### src/rtl/mips_hz_pkg.sv
// Shared types and constants for the pipeline hazard/forwarding controller.
// Holds Tuse/Tnew encodings, field widths, PC reset value, the stage entry type
// and the saturating Tnew decrement used as entries age through the pipe.
package mips_hz_pkg;

  localparam int A_W    = 5;
  localparam int TNEW_W = 2;

  localparam logic [TNEW_W-1:0] TUSE_D = 2'd0;
  localparam logic [TNEW_W-1:0] TUSE_E = 2'd1;
  localparam logic [TNEW_W-1:0] TUSE_M = 2'd2;

  localparam logic [TNEW_W-1:0] TNEW_0 = 2'd0;
  localparam logic [TNEW_W-1:0] TNEW_1 = 2'd1;
  localparam logic [TNEW_W-1:0] TNEW_2 = 2'd2;

  localparam logic [31:0] PC_INIT = 32'h0000_3000;

  // One in-flight instruction's destination bookkeeping (PC is kept alongside,
  // since its width follows the data-width parameter).
  typedef struct packed {
    logic              wr;
    logic [A_W-1:0]    a3;
    logic [TNEW_W-1:0] tnew;
  } hz_ent_t;

  function automatic logic [TNEW_W-1:0] sat_dec(input logic [TNEW_W-1:0] t);
    return (t == TNEW_0) ? TNEW_0 : t - 2'd1;
  endfunction

endpackage

### src/rtl/hz_stage_reg.sv
// One pipeline stage entry {wr, a3, tnew, pc} with synchronous reset.
// Ports: clk/rst, bubble (load an empty entry), nxt_ent/nxt_pc (incoming entry),
// ent/pc (held entry). Tnew is optionally decremented (saturating) on load.
module hz_stage_reg
  import mips_hz_pkg::*;
#(
  parameter int            DW       = 32,
  parameter bit            DEC_TNEW = 1'b1,
  parameter logic [DW-1:0] PC_RST   = '0
) (
  input  logic          clk,
  input  logic          rst,
  input  logic          bubble,
  input  hz_ent_t       nxt_ent,
  input  logic [DW-1:0] nxt_pc,
  output hz_ent_t       ent,
  output logic [DW-1:0] pc
);

  always_ff @(posedge clk) begin
    if (rst) begin
      ent <= '0;
      pc  <= PC_RST;
    end else if (bubble) begin
      ent <= '0;
      pc  <= '0;
    end else begin
      // A write to $0 is architecturally a no-op, so it must never match.
      ent.wr   <= nxt_ent.wr & (nxt_ent.a3 != '0);
      ent.a3   <= nxt_ent.a3;
      ent.tnew <= DEC_TNEW ? sat_dec(nxt_ent.tnew) : nxt_ent.tnew;
      pc       <= nxt_pc;
    end
  end

endmodule

### src/rtl/wb_hazard_ctrl.sv
// Hazard controller: tracks E/M/W destinations, stalls decode on unready
// operands, forwards E/M/W results to decode, and drives the GRF write port.
// Ports: D_* decode request, GRF_RD*/E_Result/M_Result data sources,
// Stall/D_V*/D_Pend* decode outputs, W_* registered GRF write port.
module wb_hazard_ctrl #(
  parameter int            DW      = 32,
  parameter logic [DW-1:0] PC_INIT = mips_hz_pkg::PC_INIT
) (
  input  logic          CLK,
  input  logic          Reset,
  input  logic [4:0]    D_A1,
  input  logic [4:0]    D_A2,
  input  logic          D_Use1,
  input  logic          D_Use2,
  input  logic [1:0]    D_Tuse1,
  input  logic [1:0]    D_Tuse2,
  input  logic          D_Wr,
  input  logic [4:0]    D_A3,
  input  logic [1:0]    D_Tnew,
  input  logic [DW-1:0] D_PC,
  input  logic [DW-1:0] GRF_RD1,
  input  logic [DW-1:0] GRF_RD2,
  input  logic [DW-1:0] E_Result,
  input  logic [DW-1:0] M_Result,
  output logic          Stall,
  output logic [DW-1:0] D_V1,
  output logic [DW-1:0] D_V2,
  output logic          D_Pend1,
  output logic          D_Pend2,
  output logic          W_RFWr,
  output logic [4:0]    W_A3,
  output logic [DW-1:0] W_WD,
  output logic [DW-1:0] W_PC
);
  import mips_hz_pkg::*;

  typedef struct packed {
    logic          stall;
    logic          pend;
    logic [DW-1:0] val;
  } fwd_t;

  hz_ent_t       d_ent, e_ent, m_ent, w_ent;
  logic [DW-1:0] e_pc, m_pc, w_pc;
  logic [DW-1:0] w_wd;
  fwd_t          op1, op2;

  always_comb begin
    d_ent      = '0;
    d_ent.wr   = D_Wr;
    d_ent.a3   = D_A3;
    d_ent.tnew = D_Tnew;
  end

  // E captures decode as-is; its Tnew counts from entry into E.
  hz_stage_reg #(.DW(DW), .DEC_TNEW(1'b0), .PC_RST('0)) u_e (
    .clk(CLK), .rst(Reset), .bubble(Stall),
    .nxt_ent(d_ent), .nxt_pc(D_PC), .ent(e_ent), .pc(e_pc)
  );

  hz_stage_reg #(.DW(DW), .DEC_TNEW(1'b1), .PC_RST('0)) u_m (
    .clk(CLK), .rst(Reset), .bubble(1'b0),
    .nxt_ent(e_ent), .nxt_pc(e_pc), .ent(m_ent), .pc(m_pc)
  );

  hz_stage_reg #(.DW(DW), .DEC_TNEW(1'b1), .PC_RST(PC_INIT)) u_w (
    .clk(CLK), .rst(Reset), .bubble(1'b0),
    .nxt_ent(m_ent), .nxt_pc(m_pc), .ent(w_ent), .pc(w_pc)
  );

  always_ff @(posedge CLK) begin
    if (Reset) w_wd <= '0;
    else       w_wd <= M_Result;
  end

  // Nearest producer wins. A not-yet-ready producer either stalls decode or,
  // if the operand is consumed late enough, lets decode go on with the stale
  // GRF value flagged as pending so a later stage picks up the real result.
  function automatic fwd_t resolve(input logic          rd,
                                   input logic [4:0]    a,
                                   input logic [1:0]    tuse,
                                   input logic [DW-1:0] grf);
    fwd_t r;
    logic ok, hit_e, hit_m, hit_w;
    r     = '{stall: 1'b0, pend: 1'b0, val: grf};
    ok    = rd & (a != '0);
    hit_e = ok & e_ent.wr & (e_ent.a3 == a);
    hit_m = ok & m_ent.wr & (m_ent.a3 == a);
    hit_w = ok & w_ent.wr & (w_ent.a3 == a);
    if (hit_e) begin
      if (e_ent.tnew > tuse)        r.stall = 1'b1;
      else if (e_ent.tnew == TNEW_0) r.val  = E_Result;
      else                           r.pend = 1'b1;
    end else if (hit_m) begin
      if (m_ent.tnew > tuse)        r.stall = 1'b1;
      else if (m_ent.tnew == TNEW_0) r.val  = M_Result;
      else                           r.pend = 1'b1;
    end else if (hit_w) begin
      // GRF has no internal write-through, so W must be bypassed here.
      if (w_ent.tnew > tuse) r.stall = 1'b1;
      else                   r.val   = w_wd;
    end
    return r;
  endfunction

  always_comb begin
    op1 = resolve(D_Use1, D_A1, D_Tuse1, GRF_RD1);
    op2 = resolve(D_Use2, D_A2, D_Tuse2, GRF_RD2);
  end

  assign Stall   = op1.stall | op2.stall;
  assign D_V1    = op1.val;
  assign D_V2    = op2.val;
  assign D_Pend1 = op1.pend;
  assign D_Pend2 = op2.pend;

  assign W_RFWr = w_ent.wr;
  assign W_A3   = w_ent.a3;
  assign W_WD   = w_wd;
  assign W_PC   = w_pc;

endmodule

### config.mk
export PLATFORM = sky130hd
export DESIGN_NAME = wb_hazard_ctrl
export DESIGN_NICKNAME = d
export VERILOG_FILES = /design/src/rtl/mips_hz_pkg.sv /design/src/rtl/hz_stage_reg.sv /design/src/rtl/wb_hazard_ctrl.sv
export SDC_FILE = /design/constraint.sdc
export NUM_CORES = 1
export LEC_CHECK = 0
export CAP_MARGIN = 20
export CORE_AREA = 4 4 123 125
export CTS_CLUSTER_SIZE = 25
export DETAILED_ROUTE_END_ITERATION = 8
export DIE_AREA = 0 0 127 129
export DONT_BUFFER_PORTS = 1
export GPL_TIMING_DRIVEN = 0
export PLACE_DENSITY = 0.73
export REMOVE_ABC_BUFFERS = 1
export SLEW_MARGIN = 15
export SYNTH_ARGS = -nofsm -noshare
export SYNTH_HDL_FRONTEND = slang
export SYNTH_HIERARCHICAL = 1
export SYNTH_SLANG_ARGS = --single-unit
### constraint.sdc
create_clock -name CLK -period 4.37 [get_ports CLK]
set_clock_uncertainty 0.1 [all_clocks]
set_input_delay 0.6555 -clock CLK [delete_from_list [all_inputs] [get_ports CLK]]
set_output_delay 0.6555 -clock CLK [all_outputs]
set_load 0.02 [all_outputs]
Yosys cells after proc, flatten, opt, wreduce, memory -nomap -nowiden
Cells that the tools add are included.

operators by class
  reductions and logical operators = 10
  mux-type cells = 30
  equal/unequal tests = 6
  $add $sub $neg = 2
  bitwise gates (word level) = 18
  $lt $le $gt $ge = 6

operator list
  cell                 number
  $mux 32              10
  $mux 33              4
  $mux 34              2
  $eq 5x5->1           6
  $reduce_bool 5->1    5
  $and 1x1->1          17
  $mux 1               14
  $gt 2x2->1           6
  $reduce_or 2->1      3
  $logic_not 2->1      2
  $sub 2x1->2 const B  2
  $or 1x1->1           1

word-level totals
  logic and storage cells = 85
  flip-flop bits (word level) = 152
  output and inout bits = 137

Longest topological paths before layout
  depth in word-level cells = 9
  depth in mapped cells = 11
  depth with buffers taken out = 9

Modules after synthesis
Netlist, hierarchy kept.

modules (own cells, without submodules)
  module               instances  area each (um^2)  cells each
  wb_hazard_ctrl       1          4,200.3           532
  hz_stage_reg at u_w  1          1,112.3           89
  hz_stage_reg at u_m  1          1,104.8           89
  hz_stage_reg at u_e  1          1,081.0           86

Worst setup path after synthesis
OpenSTA, ideal clock, no wires.

  path type = input to output
  from = in D_Tuse1[1]
  to = out D_V1[10]
  stages on the path = 8
  arrival = 2.532 ns
  slack = 1.083 ns
  path buffers = 1
  path through = inv_1 ha_1 and2_1 o21ai_1 clkbuf_1 mux2i_1 o2bb2ai_1 a211o_1

on the way
  cells in the longest elaborated chain, start to end = 5
  elaborated cells on any way between the ends = 9

RTL lines
  what             RTL line               text
  start, declared  wb_hazard_ctrl.sv:15   input logic [1:0] D_Tuse1,
  $gt 2x2->1       wb_hazard_ctrl.sv:100  if (w_ent.tnew > tuse) r.stall = 1'b1;
  $mux 32          wb_hazard_ctrl.sv:100
  $mux 32          wb_hazard_ctrl.sv:98   end else if (hit_w) begin
  $mux 32          wb_hazard_ctrl.sv:94   end else if (hit_m) begin
  $mux 34 (*)      wb_hazard_ctrl.sv:90   if (hit_e) begin
  end, declared    wb_hazard_ctrl.sv:26   output logic [DW-1:0] D_V1,

Mark *: on every way between the ends. The rest lies on a longest branch, timed or not.

Worst setup path in the final report
  from = in D_A2[1]
  to = out D_V2[29]

on the way
  cells in the longest elaborated chain, start to end = 7
  elaborated cells on any way between the ends = 14

RTL lines
  what                       RTL line              text
  start, declared            wb_hazard_ctrl.sv:12  input logic [4:0] D_A2,
  $reduce_bool 5->1          wb_hazard_ctrl.sv:86  ok = rd & (a != '0);
  $and 1x1->1                wb_hazard_ctrl.sv:86
  $and 1x1->1 (2 in series)  wb_hazard_ctrl.sv:89  hit_w = ok & w_ent.wr & (w_ent.a3 == a);
  $mux 32                    wb_hazard_ctrl.sv:98
  $mux 32                    wb_hazard_ctrl.sv:94
  $mux 34 (*)                wb_hazard_ctrl.sv:90
  end, declared              wb_hazard_ctrl.sv:27  output logic [DW-1:0] D_V2,

Marks and branches as above.

==> impl_metrics.toml <==
[global_route]
grt_max_degree = 72
grt_util_all_layers_pct = 29.10
grt_pass1_wl_mm = 36.97
antenna_found_initial = 0
grt_overflow = 0
grt_pass1_vias = 6365

[sta]
hold_ws_ps = 194.7
hold_viol_final = 0
slew_viol_final = 0
clock.fmax_mhz = 233.2
min_period_ps = 4289
tns_ps = 0
slew_headroom_pct = 31.62
period_share_pct = 98.14
worstMarginPinSlew_ps = 1026
rsz0062_at_grt = "no"
setup_viol = 0

[setup_path]
start_kind = "primary input"
startpoint = "D_A2[1]"
worst_ep_required_time_ps = 3610
end_kind = "primary output"
reg2reg_from = "u_e/ent[2]"
worstPathArrival_ps = 3530
crit_fanout = 71
path_cells = "or4_4 > o21ai_2 > nand4b_4 > nand3b_1 > nor2_4 > a221o_1"
slowest_delay_ps = 730
slowest_stage = "nor2_4"
worstSetupPathType = "in -> out"
ff2ff_path_depth = 8

[clocking]
cts_sinks = 152
cts_resized = 0
cts_tree = "built"
clkTransAtPathRegs_ps = 70
cts-htree-levels = 4
clockRootBuffer = "clkbuf_16"
clockBufferDepth = 2
clk_latency_ps = 430
cts-buffers-inserted = 17

[logic_synthesis]
netlist_area_um2 = 7498
syn_avg_cell_area_um2 = 9.420
synth_edf_count = 0
synth_cell_types = 53
synthArstFlopShare_pct = 0
yosys.area.top_type = "dfxtp_1"
yosysWarningCount = 6
synthCells = 796
yosysSeqAreaShare_pct = 40.58
ys.flop_type = "dfxtp_1"
ys_ff_latch = 152
synth.area.top_cells = "dfxtp_1, and2_1, a211o_1"
synth_top_area_share_pct = 40.58

[hold_path]
min_path_cells = 1
hp-class = "in -> reg"
hp-start = "Reset"

[drt]
via_per_inst = 6.553
drc = 0
vias = 6337
first_pass_iters = 7
drt_iter0_drc = 554
wl_per_cell_um = 25.83
routed_wirelength_mm = 24.98
ant_nets = 0

[final_layout]
final_cells = 967
fillers = 1123
drive_gt1_share_pct = 8.767
nets = 974
layout_commonest_cell = "dfxtp_1"
syn_to_final_growth_pct = 11.16
multi_input_area_um2 = 4208
seq_area_um2 = 3043
num_antenna_cells = 0
layout_common_cells = "dfxtp_1, and2_1, a211o_1, nor2b_1"

[die]
core-area_um2 = 13880
die_w_um = 127
placementRows = 43
dieArea_um2 = 16380
dieHeight_um = 129
io_pins = 323
start_util_pct = 54.02

[place]
place_inst = 934
routabilityCongestion = 0.9745
numPortBuffers = 0
dp_hpwl_mm = 17.68

[power]
ir_drop_mv = 0.3992
leakage_nw = 3.398
p_per_area_nw_per_um2 = 399.0

[run]
max_cap_violations = 0

[run_status]
status = "finished clean"
==> state kept, by name, indices dropped and copies added (netlist names) <==
register  count
u_e/ent       8
u_e/pc       32
u_w/ent       8
u_m/ent       8
u_w/pc       32
W_WD         32
u_m/pc       32
==> metal layers <==
metal / track usage, % / share of wire, %
met2: 49.75 / 50
met5: 0 / 0
met4: 13.69 / 3.6
met3: 11.62 / 12
met1: 31.73 / 34
==> cell usage after synthesis (4+ instances only) <==
cell	n
dfxtp_1	152
and2_1	147
a211o_1	37
nor2b_1	36
a21oi_1	35
o21ai_0	35
nand3_1	33
a31o_1	32
mux2i_1	32
o2bb2ai_1	32
clkbuf_1	30
a221o_1	27
buf_2	22
xnor2_1	18
ha_1	14
inv_1	14
xor2_1	12
nor2_1	10
nor4_1	9
nand2_1	7
nand4_1	4
o21ai_1	4
==> per-stage QoR <==
step / util [%] / power, mW / setup slack, ps / area (um2)
floorplan: - / 1.796 / -373.2 / 7243
global placement: 53.80 / 1.879 / -3287 / 7468
detailed placement: 55.80 / 1.913 / 131.7 / 7745
CTS: 60.01 / 3.343 / 119.4 / 8330
global route: 60.05 / 3.439 / 1.301 / 8335
finish: 60.05 / 3.326 / 81.21 / 8335
==> cell type report <==
| cell class | count | area share [%] |
|---|---|---|
| Tap cell | 180 | 2.702 |
| Inverter | 14 | 0.6304 |
| Sequential cell | 152 | 36.51 |
| Clock buffer | 17 | 5.104 |
| Clock inverter | 15 | 1.921 |
| Multi-Input combinational cell | 576 | 50.48 |
| Timing Repair Buffer | 13 | 2.657 |
==> what timing repair did <==
| action | CTS | global route |
|---|---|---|
| endpoints found under the setup margin | 0 | 5 |
| buffers inserted | 0 | 0 |
| hold buffers | 0 | 0 |
==> cells by family after synthesis <==
| kind of cell | synth area share, % |
|---|---|
| buf+inv | 4.405 |
| other cells | 0.05001 |
| flops | 40.58 |
| compound gates | 22.19 |
| xor+xnor | 3.504 |
| fa+ha+maj | 2.336 |
| simple gates | 22.66 |
| mux | 4.272 |
==> critical path, delay by kind of cell <==
family	cells	cell delay [ps]
AND/OR/NAND/NOR	4	2200
AO/OA/AOI/OAI	2	640
==> where the power goes <==
group | switching [mW] | total, mW | internal, mW
Combinational | 0.229 | 0.390 | 0.161
Clock | 0.631 | 1.44 | 0.807
Sequential | 0.0617 | 1.50 | 1.44
Total | 0.921 | 3.33 | 2.40
==> final timing paths <==
kind / slack [ps] / endpoint
max: 80 / D_V2[29]
min: 190 / W_WD[17]
max reg2reg: 650 / u_e/ent[7]
min reg2reg: 320 / u_m/pc[7]
Note: power is estimated with default switching activity, not from simulation.
